[src/rtl/muldiv_pkg.sv]
// rtl/muldiv_pkg.sv - shared encodings and defaults for the multiply/divide unit
package muldiv_pkg;

    localparam int XLEN_DEFAULT = 32;

    localparam logic [1:0] OP_MULU_LO = 2'b00;
    localparam logic [1:0] OP_MULU_HI = 2'b01;
    localparam logic [1:0] OP_DIVU    = 2'b10;
    localparam logic [1:0] OP_REMU    = 2'b11;

    typedef enum logic [1:0] {
        S_IDLE = 2'b00,
        S_RUN  = 2'b01,
        S_DONE = 2'b10
    } state_t;

endpackage

[src/rtl/muldiv_unit.sv]
// rtl/muldiv_unit.sv - iterative unsigned shift-add multiplier / restoring divider
// One XLEN+1-bit adder/subtractor is shared by both paths; result updates only on completion.
module muldiv_unit
    import muldiv_pkg::*;
#(
    parameter int XLEN  = XLEN_DEFAULT,
    parameter int CNT_W = $clog2(XLEN) + 1
) (
    input  logic            clk,
    input  logic            rst_n,
    input  logic            start,
    input  logic [1:0]      op,
    input  logic [XLEN-1:0] a,
    input  logic [XLEN-1:0] b,
    output logic            busy,
    output logic            done,
    output logic [XLEN-1:0] result
);

    state_t              state_q, state_d;
    logic                accept;
    logic                step;
    logic                last;

    logic [CNT_W-1:0]    cnt_q;
    logic [1:0]          op_q;
    logic [XLEN-1:0]     opnd_q;
    logic [2*XLEN-1:0]   acc_q;
    logic [2*XLEN-1:0]   acc_d;
    logic [XLEN-1:0]     result_q;
    logic [XLEN-1:0]     res_d;

    logic                is_div;
    logic                alu_sub;
    logic [XLEN:0]       alu_x;
    logic [XLEN:0]       alu_y;
    logic [XLEN:0]       alu_res;

    always_ff @(posedge clk or negedge rst_n) begin
        if (!rst_n) begin
            state_q <= S_IDLE;
        end else begin
            state_q <= state_d;
        end
    end

    always_comb begin
        state_d = state_q;
        accept  = 1'b0;
        step    = 1'b0;
        last    = 1'b0;
        case (state_q)
            S_IDLE: begin
                if (start) begin
                    state_d = S_RUN;
                    accept  = 1'b1;
                end
            end
            S_RUN: begin
                step = 1'b1;
                // the iteration that moves the counter to XLEN is the final one
                if (cnt_q == CNT_W'(XLEN - 1)) begin
                    last    = 1'b1;
                    state_d = S_DONE;
                end
            end
            S_DONE: begin
                if (start) begin
                    state_d = S_RUN;
                    accept  = 1'b1;
                end else begin
                    state_d = S_IDLE;
                end
            end
            default: state_d = S_IDLE;
        endcase
    end

    assign busy   = (state_q == S_RUN);
    assign done   = (state_q == S_DONE);
    assign result = result_q;

    // acc holds product (hi:lo) for multiply, remainder:quotient for divide
    always_comb begin
        is_div  = op_q[1];
        alu_sub = is_div;
        alu_x   = '0;
        alu_y   = '0;
        if (is_div) begin
            alu_x = acc_q[2*XLEN-1:XLEN-1];
            alu_y = {1'b0, opnd_q};
        end else begin
            alu_x = {1'b0, acc_q[2*XLEN-1:XLEN]};
            alu_y = acc_q[0] ? {1'b0, opnd_q} : '0;
        end
        alu_res = alu_x + (alu_sub ? ~alu_y : alu_y) + {{XLEN{1'b0}}, alu_sub};

        acc_d = acc_q;
        if (!is_div) begin
            acc_d = {alu_res, acc_q[XLEN-1:1]};
        end else if (alu_res[XLEN]) begin
            // borrow out: restore by keeping the shifted remainder, quotient bit 0
            acc_d = {acc_q[2*XLEN-2:0], 1'b0};
        end else begin
            acc_d = {alu_res[XLEN-1:0], acc_q[XLEN-2:0], 1'b1};
        end

        res_d = acc_d[XLEN-1:0];
        case (op_q)
            OP_MULU_LO, OP_DIVU: res_d = acc_d[XLEN-1:0];
            OP_MULU_HI, OP_REMU: res_d = acc_d[2*XLEN-1:XLEN];
            default:             res_d = acc_d[XLEN-1:0];
        endcase
    end

    always_ff @(posedge clk or negedge rst_n) begin
        if (!rst_n) begin
            op_q     <= OP_MULU_LO;
            cnt_q    <= '0;
            opnd_q   <= '0;
            acc_q    <= '0;
            result_q <= '0;
        end else if (accept) begin
            op_q   <= op;
            cnt_q  <= '0;
            acc_q  <= {{XLEN{1'b0}}, (op[1] ? a : b)};
            opnd_q <= op[1] ? b : a;
        end else if (step) begin
            acc_q <= acc_d;
            cnt_q <= cnt_q + CNT_W'(1);
            if (last) begin
                result_q <= res_d;
            end
        end
    end

endmodule
[config.mk]
export PLATFORM = sky130hd
export DESIGN_NAME = muldiv_unit
export DESIGN_NICKNAME = d
export VERILOG_FILES = /design/src/rtl/muldiv_pkg.sv /design/src/rtl/muldiv_unit.sv
export SDC_FILE = /design/constraint.sdc
export NUM_CORES = 1
export LEC_CHECK = 0
export BUFFER_PORTS_ARGS = -buffer_cell sky130_fd_sc_hd__buf_2
export CORE_UTILIZATION = 60
export CTS_CLUSTER_SIZE = 24
export DETAILED_ROUTE_END_ITERATION = 10
export PLACE_DENSITY = 0.81
export SLEW_MARGIN = 5
export SYNTH_ARGS = -nofsm -noshare
export SYNTH_HDL_FRONTEND = slang
export SYNTH_SLANG_ARGS = --single-unit
[constraint.sdc]
create_clock -name clk -period 7.1 [get_ports clk]
set_input_delay 1.065 -clock clk [delete_from_list [all_inputs] [get_ports clk]]
set_output_delay 1.065 -clock clk [all_outputs]
set_load 0.005 [all_outputs]
==> impl_metrics.yaml, run 1 <==
status:
  status: "complete, no violations"
final_layout:
  n_fill_cell: 1325
  stdcell_count: 1499
  nets: 1368
  final_cell_mix: "o21ai_0, nand2_1, dfrtp_1"
  seqCellArea_sq_mm: 0.00346
  n_antenna_cell: 0
  drive_gt1_frac: 0.164
  multiInputGateArea_sq_mm: 0.00648
  mostFrequentLayoutCell: "o21ai_0"
  area_growth_pct: 11.6
clock_network:
  cts_hold_buf: 0
  clk_pin_slew_ps: 60
  cts_tree: "yes"
  cts_setup_buffers: 0
  htreeDepth: 4
  clock-sinks: 138
  cts_buffer_depth: 2
  numCtsBuffers: 17
  worst_skew_pair.late_latency_ps: 440
  cts-resized-gates: 0
  cts-root-buf: "clkbuf_16"
setup_path:
  cp_data_arrival_time_ps: 5980
  crit_path_start: "op_q[1]$_DFFE_PN0P_"
  slowest_delay_ps: 730
  start_kind: "flip-flop"
  crit_path_max_fanout: 69
  cp_slowest_cell: "nand2_1"
  critPathKind: "flip-flop to flip-flop"
  rrSetupSlack_ps: 1440
  required_ps: 7420
  critPathCaptureType: "flip-flop"
  cp_top_family: "simple AND/OR/NAND/NOR gates"
  timing.rr.start: "op_q[1]$_DFFE_PN0P_"
  critical_path_buf_inv_count: 1
  crit_chain: "buf_4 -> mux2_2 -> fa_1 -> a211oi_2 -> nor4_1 -> or4_1 -> and3_4 -> o21ai_2 -> nand2_1 -> a221o_1 -> o22a_1"
global_routing:
  antenna_found_initial: 0
  grt_pass1_wl_mm: 50.9
  grt_usage: 0.372
  grt_max_degree: 104
  grt_pass1_vias: 9466
  overflow: 0
logic_synthesis:
  yosysSeqAreaShare: 0.334
  ys_types: 78
  synth_area_leader_cell: "dfrtp_1"
  syn_area_sq_mm: 0.0103
  ys.warnings.count: 0
  synth_edf_count: 0
  synth_top_cell_area_share: 0.334
  synth_seq_cells: 138
  synth_top_flop_cell: "dfrtp_1"
  syn_area_per_cell_sq_um: 8.45
  synth_fp_nets: 1324
  yosys-top-cells-area: "dfrtp_1, mux2i_1, o21ai_0"
  synthCells: 1222
  synthArstFlopShare: 1.00
placement:
  pre_cts_ws_ps: 1570
  portBuffers: 102
  dp_cells: 1467
  dp_hpwl_mm: 22.5
  gp_congestion: 0.931
route:
  postRouteAntennaNets: 0
  wl_mm: 31.9
  detail_route.wl_per_cell_microns: 21.3
  vias: 10200
  firstDrtPassIters: 7
  post-route-drc-count: 0
  viasPerCell: 6.81
  drt_iter0_drc: 1109
die:
  die_y_microns: 133
  coreArea_sq_mm: 0.0167
  start_util: 0.618
  die_width_microns: 133
  ios: 103
  rows: 47
  dieArea_sq_mm: 0.0177
sta:
  setup_viol_count_final: 0
  rsz0062_at_grt: "false"
  timing.setup.tns_ps: 0
  fmax_mhz: 177
  period_needed_ps: 5660
  finalMaxSlewViolations: 0
  fin_ws_ps: 1440
  tightest_slew_ps: 1350
  clock_skew_ps: 12.7
  fin_crit_sh: 0.798
  hold_viol_final: 0
  slew-limit-headroom: 0.0960
hold_path:
  hp-class: "flip-flop to flip-flop"
  worstHoldStart: "result[22]$_DFFE_PN0P_"
power:
  leakage_nw: 5.09
  vdd_drop_max_mv: 0.286
  power_density_mw_per_mm2: 615
run:
  max_cap_violations: 0
-- metal layers --
| layer | wire length [microns] | track usage | part of all wire |
|---|---|---|---|
| met2 | 13200 | 0.518 | 0.41 |
| met1 | 14000 | 0.548 | 0.44 |
| met4 | 945 | 0.137 | 0.030 |
| met3 | 3810 | 0.101 | 0.12 |
| met5 | 0 | 0 | 0 |
-- sequential cells by signal, summed over array words and instances (netlist names) --
signal,flops
op_q,2
cnt_q,6
opnd_q,32
acc_q,64
state_q,2
result,32
-- cells by family after synthesis --
group / after synthesis / synth area share
XOR/XNOR: 21 / 0.0178
buffers and inverters: 104 / 0.0397
AND/OR/NAND/NOR: 351 / 0.157
multiplexers: 142 / 0.142
flip-flops: 138 / 0.334
AO/OA/AOI/OAI: 433 / 0.268
adder cells (fa/ha/maj): 33 / 0.0407
-- synth_stat cells (all sizes together), types with 8 or more instances --
| master | count |
|---|---|
| o21ai | 174 |
| o211ai | 11 |
| mux2i | 107 |
| a31oi | 27 |
| inv | 9 |
| a211oi | 26 |
| a211o | 10 |
| nand2 | 146 |
| clkbuf | 65 |
| buf | 28 |
| xnor2 | 14 |
| nand3 | 41 |
| and3 | 18 |
| nor3 | 23 |
| a21o | 16 |
| a21oi | 68 |
| ha | 32 |
| o221ai | 16 |
| nor2b | 8 |
| nor2 | 67 |
| mux2 | 35 |
| o31ai | 13 |
| o21bai | 8 |
| dfrtp | 138 |
| nand4 | 10 |
-- final cells by class --
class | count | area share
clock buffers | 19 | 0.0393
clock inverters | 13 | 0.0154
inverters | 11 | 0.00358
multi-input cells | 980 | 0.562
flip-flops and latches | 138 | 0.300
well taps | 220 | 0.0239
repair buffers | 118 | 0.0555
-- through the flow --
stage	utilization	cell area, sq um	total power [mW]	hold slack (ps)
4_1_cts	0.690	11500	6.93	487
3_5_place_dp	0.652	10900	5.94	475
2_1_floorplan	-	10300	4.77	452
3_3_place_gp	0.652	10900	5.86	468
5_1_grt	0.690	11500	7.57	511
6_report	0.690	11500	7.08	488
-- final timing paths --
kind                                               end  cells past startpoint
worst max-delay path            result[18]$_DFFE_PN0P_                     11
worst min-delay path            result[22]$_DFFE_PN0P_                      2
worst max register to register  result[18]$_DFFE_PN0P_                     11
worst min register to register  result[22]$_DFFE_PN0P_                      2
max in group asynchronous       result[22]$_DFFE_PN0P_                      2
min in group asynchronous         cnt_q[4]$_DFFE_PN0P_                      1
-- where the power goes --
part / total, mW / internal, mW / switching [mW]
clock: 0.962 / 0.581 / 0.381
combinational: 4.54 / 1.79 / 2.75
sequential: 1.58 / 1.16 / 0.417
total: 7.08 / 3.53 / 3.55
-- worst register-to-register path, delay by kind of cell (launching register included) --
family          cells  cell delay, ps
mux                 1             460
buf+inv             1             650
simple gates        4            1770
flops               1             630
compound gates      4            1540
fa+ha+maj           1             500
Note: power is estimated with default switching activity, not from simulation.
==> inputs of run 2 (changes only) <==
Settings changed: CORE_UTILIZATION 60 to 55, PLACE_DENSITY 0.81 to 0.78.
Clock period 7.1 ns to 5.1 ns, I/O delays scaled along.
==> run 2 against run 1 <==
Final cell count increased by 1.1%. Critical path type unchanged. Clock power increased by 34%. Largest power group unchanged. Wire length increased by 1.9%. Die area increased by 8.9%. Utilization decreased by 5.4 points. Setup slack got worse by 950 ps. The flow now finishes with violations (design-rule violations). Register-to-register slack got worse by 950 ps. Clock skew about the same. Combinational power increased by 43%. Largest cell class unchanged.
==> impl_metrics.yaml, run 2 (synthesis gave the netlist of run 1 again) <==
sta:
  fmax_mhz: 217
  fin_crit_sh: 0.904
  rsz0062_at_grt: "false"
  hold_viol_final: 0
  timing.setup.tns_ps: 0
  period_needed_ps: 4610
  setup_viol_count_final: 0
  finalMaxSlewViolations: 0
  clock_skew_ps: 12.4
  slew-limit-headroom: 0.282
  tightest_slew_ps: 1070
setup_path:
  crit_path_max_fanout: 64
  reg2regPathDepth: 11
  start_kind: "flip-flop"
  required_ps: 5430
  critPathKind: "flip-flop to flip-flop"
  critPathCaptureType: "flip-flop"
  cp_data_arrival_time_ps: 4940
status:
  status: "finished, violations left"
  violations: "design-rule violations"
global_routing:
  overflow: 0
  grt_max_degree: 94
  antenna_found_initial: 0
  grt_pass1_wl_mm: 50.5
  grt_usage: 0.336
  grt_pass1_vias: 9220
route:
  firstDrtPassIters: 9
  postRouteAntennaNets: 0
  vias: 10200
  post-route-drc-count: 1
  viasPerCell: 6.76
  drt_iter0_drc: 1430
  detail_route.wl_per_cell_microns: 21.5
  wl_mm: 32.5
power:
  intPower_mw: 4.98
  leakage_nw: 5.11
  total_power_mw: 9.97
  p_sw_mw: 4.99
  combPwrFrac: 0.651
  clkPwrFrac: 0.129
  vdd_drop_max_mv: 0.336
  pwr-share-seq: 0.219
  swShare: 0.500
  power_density_mw_per_mm2: 861
clock_network:
  worst_skew_pair.late_latency_ps: 440
  cts-resized-gates: 0
  cts-root-buf: "clkbuf_16"
  cts_setup_buffers: 0
  htreeDepth: 4
  clk_pin_slew_ps: 60
  cts_buffer_depth: 2
  clock-sinks: 138
  cts_tree: "yes"
  numCtsBuffers: 17
  cts_hold_buf: 0
die:
  rows: 49
  die_y_microns: 139
  ios: 103
  dieArea_sq_mm: 0.0193
  coreArea_sq_mm: 0.0182
  die_width_microns: 139
  start_util: 0.567
placement:
  portBuffers: 102
  dp_hpwl_mm: 22.8
  gp_congestion: 0.981
final_layout:
  area_growth_pct: 12.1
  final_cell_mix: "o21ai_0, nand2_1, dfrtp_1"
  multiInputGateArea_sq_mm: 0.00648
  seqCellArea_sq_mm: 0.00346
  regMostFlops: "acc_q"
  largest_reg_flops: 64
  n_antenna_cell: 0
  drive_gt1_frac: 0.166
  n_fill_cell: 1520
  mostFrequentLayoutCell: "o21ai_0"
  nets: 1375
run:
  max_cap_violations: 0
hold_path:
  hp-class: "input port to asynchronous set/reset pin"
[run 2: critical path, cell delays in order (launching register included)]
cell and delay, ps:
dfrtp_4 580, buf_12 340, mux2_2 380, ha_1 420, nand2_1 120, nor4_1 720
or4_1 400, nand3_1 170, a21oi_2 450, nor2_2 240, o311a_1 430, o31ai_1 230
[run 2: power by group through the flow]
stage / clock network [mW] / logic [mW] / registers [mW]
CTS: 1.29 / 6.28 / 2.15
detailed placement: 0 / 6.23 / 2.16
floorplan: 0 / 4.70 / 1.94
finish: 1.29 / 6.49 / 2.19
global route: 1.34 / 7.00 / 2.23
global placement: 0 / 6.14 / 2.16
[run 2: metrics by stage]
stage | std cells | utilization | cell area [sq um] | setup WS [ps] | hold WS [ps]
final | 1515 | 0.636 | 11600 | 490 | 380
after global routing | 1515 | 0.636 | 11600 | 342 | 472
after CTS | 1515 | 0.636 | 11600 | 651 | 439
after detailed placement | 1483 | 0.602 | 11000 | 665 | 479
after global placement | 1483 | 0.602 | 11000 | 652 | 469
after floorplan | 1222 | - | 10300 | 749 | 452
[run 2: area by class of cell]
cell class | count | area share
Multi-Input combinational cell | 980 | 0.560
Sequential cell | 138 | 0.299
Timing Repair Buffer | 125 | 0.0609
Clock buffer | 22 | 0.0401
Tap cell | 229 | 0.0248
Clock inverter | 10 | 0.0123
Inverter | 11 | 0.00357
[run 2: final timing paths]
path | start | to | slack, ps
worst max-delay path | op_q[1]$_DFFE_PN0P_ | result[22]$_DFFE_PN0P_ | 490
worst min-delay path | rst_n | cnt_q[4]$_DFFE_PN0P_ | 380
worst max register to register | op_q[1]$_DFFE_PN0P_ | result[22]$_DFFE_PN0P_ | 490
worst min register to register | result[10]$_DFFE_PN0P_ | result[10]$_DFFE_PN0P_ | 490
max in group asynchronous | rst_n | acc_q[48]$_DFFE_PN0P_ | 3520
min in group clk | result[10]$_DFFE_PN0P_ | result[10]$_DFFE_PN0P_ | 490
[run 2: routing by layer]
layer,track usage,wire [microns]
met5,0,0
met4,0.0819,572
met2,0.484,13800
met3,0.105,4230
met1,0.488,13900
==> inputs of run 3 (changes only) <==
Settings changed: ABC_AREA set to 1, SETUP_SLACK_MARGIN set to 0.05.
==> run 3 against run 2 <==
The flow still finishes with violations (design-rule violations). Synthesized cell count grew 43%. First-iteration DRC count is 34% lower. Flip-flop and latch count unchanged. Via count rose by 10%. Register-to-register slack better by 370 ps. Critical path type unchanged.
==> impl_metrics.yaml, run 3 <==
status:
  status: "finished, violations left"
  violations: "design-rule violations"
run:
  max_cap_violations: 0
logic_synthesis:
  post_synth_most_frequent_cells: "nand2_1, inv_1, o21ai_0, dfrtp_1, nor2_1"
  synth_top_cell_area_share: 0.322
  synthArstFlopShare: 1.00
  synthCells: 1753
  yosysSeqAreaShare: 0.322
  yosys-top-cells-area: "dfrtp_1, nand2_1, o21ai_0"
  synth_edf_count: 0
  synth_fp_nets: 1855
  syn_area_per_cell_sq_um: 6.12
  ys_types: 39
  synth_seq_cells: 138
  post-synth-top-count-cell: "nand2_1"
  ys.warnings.count: 0
  synth_area_leader_cell: "dfrtp_1"
  syn_area_sq_mm: 0.0107
  synth_top_flop_cell: "dfrtp_1"
final_layout:
  fin_area_sq_mm: 0.0119
  drive_gt1_frac: 0.0960
  area_growth_pct: 10.7
  mostFrequentLayoutCell: "nand2_1"
  final_util: 0.628
  largest_reg_flops: 64
  final_cell_mix: "nand2_1, inv_1, o21ai_0"
  regMostFlops: "acc_q"
  n_antenna_cell: 0
  nets: 1901
  stdcell_count: 2072
  n_fill_cell: 1837
power:
  leakage_nw: 7.19
  power_density_mw_per_mm2: 201
  vdd_drop_max_mv: 0.210
setup_path:
  critPathCaptureType: "flip-flop"
  rr_endpoint: "result[0]$_DFFE_PN0P_"
  rrSetupSlack_ps: 860
  critPathKind: "flip-flop to flip-flop"
  start_kind: "flip-flop"
  crit_path_start: "op_q[1]$_DFFE_PN0P_"
  crit_path_max_fanout: 60
  reg2regPathDepth: 22
  cp_data_arrival_time_ps: 4560
  required_ps: 5420
  timing.rr.start: "op_q[1]$_DFFE_PN0P_"
sta:
  period_needed_ps: 4240
  rsz0062_at_grt: "false"
  slew-limit-headroom: 0.178
  fmax_mhz: 236
  fin_crit_sh: 0.832
  setup_viol_count_final: 0
  clock_skew_ps: 15.0
  timing.setup.tns_ps: 0
  tightest_slew_ps: 1230
  finalMaxSlewViolations: 0
  hold_viol_final: 0
  fin_ws_ps: 856
placement:
  pre_cts_ws_ps: 963
  post_dp_cell_area_sq_mm: 0.0113
  dp_cells: 2040
  dp_hpwl_mm: 23.3
  gp_congestion: 0.988
  portBuffers: 102
hold_path:
  hp-class: "input port to asynchronous set/reset pin"
route:
  firstDrtPassIters: 8
  post-route-drc-count: 2
  vias: 11300
  detail_route.wl_per_cell_microns: 15.4
  wl_mm: 32.0
  drt_iter0_drc: 940
  viasPerCell: 5.44
  postRouteAntennaNets: 0
global_routing:
  overflow: 0
  grt_max_degree: 110
  grt_pass1_wl_mm: 52.4
  grt_usage: 0.335
  grt_pass1_vias: 10300
  antenna_found_initial: 0
die:
  coreArea_sq_mm: 0.0189
  rows: 50
  die_width_microns: 142
  start_util: 0.567
  dieArea_sq_mm: 0.0201
  die_y_microns: 142
  ios: 103
clock_network:
  numCtsBuffers: 17
  cts-resized-gates: 0
  clk_pin_slew_ps: 70
  cts-root-buf: "clkbuf_16"
  cts_setup_buffers: 0
  cts_hold_buf: 0
  htreeDepth: 4
  cts_tree: "yes"
  clock-sinks: 138
  cts_buffer_depth: 2
  worst_skew_pair.late_latency_ps: 430
==> run 3: cell count changes after synthesis, moves of 27 or more <==
cell	previous run	this run
mux2_2	35	0
a21oi_1	66	93
nand3_1	41	73
nand2_1	146	650
o21ai_0	149	220
nor2_1	66	113
inv_1	9	232
mux2i_1	107	0
==> run 3: cells by family (layout without fill, tap and decap cells) <==
kind of cell / after synthesis / after routing / share of synthesized area
simple gates: 890 / 890 / 0.334
compound gates: 359 / 359 / 0.178
buf+inv: 318 / 377 / 0.114
flops: 138 / 138 / 0.322
fa+ha+maj: 33 / 33 / 0.0392
xor+xnor: 15 / 15 / 0.0123
==> run 3: worst max path at each step <==
stage,end,slack [ps],cells past startpoint
2_1_floorplan,result[10]$_DFFE_PN0P_,1970,21
3_3_place_gp,result[0]$_DFFE_PN0P_,1020,22
3_5_place_dp,result[0]$_DFFE_PN0P_,960,21
4_1_cts,result[0]$_DFFE_PN0P_,950,22
5_1_grt,result[19]$_DFFE_PN0P_,410,22
6_report,result[0]$_DFFE_PN0P_,860,22
==> run 3: through the flow <==
| step | hold WS [ps] | power, mW |
|---|---|---|
| global placement | 458 | 1.19 |
| global route | 493 | 2.45 |
| CTS | 456 | 2.39 |
| detailed placement | 461 | 1.19 |
| floorplan | 459 | 1.14 |
| finish | 412 | 2.38 |
==> run 3: worst max-delay path: stages (launching register included) <==
cell and delay [ps]:
dfrtp_2 410, inv_2 550, buf_12 340, o21ai_0 120
o21ai_0 260, inv_1 90, ha_1 350, nand2_1 110
inv_1 70, a21oi_2 160, nand2_2 90, nand2_1 80
nand2_2 80, nand2_2 90, nand2_1 80, nand2_2 110
nand2_4 220, nand2_4 410, nand2_1 90, nand2_1 90
nand3_1 110, nand2_1 100, nand2_1 50
==> run 3: routing by layer <==
metal | vias up | track usage | wire length, microns
li1 | 5623 | - | -
met1 | 5198 | 0.493 | 15000
met2 | 418 | 0.496 | 13600
met3 | 35 | 0.0773 | 2830
met4 | 0 | 0.0809 | 483
met5 | - | 0 | 0
==> run 3: area by class of cell <==
class | instances | area, sq um | share of cell area
clock inverters | 14 | 124 | 0.0104
repair buffers | 110 | 589 | 0.0497
clock buffers | 18 | 439 | 0.0370
flip-flops and latches | 138 | 3460 | 0.291
well taps | 260 | 325 | 0.0274
inverters | 235 | 882 | 0.0743
multi-input cells | 1297 | 6050 | 0.510
==> run 3: report_power, final <==
group,internal (mW),leakage [nW],total (mW),switching [mW]
registers,1.09,1.59,1.09,0
logic,0.0225,5.32,0.0732,0.0507
clock network,0.656,0.275,1.22,0.561
total,1.77,7.19,2.38,0.611
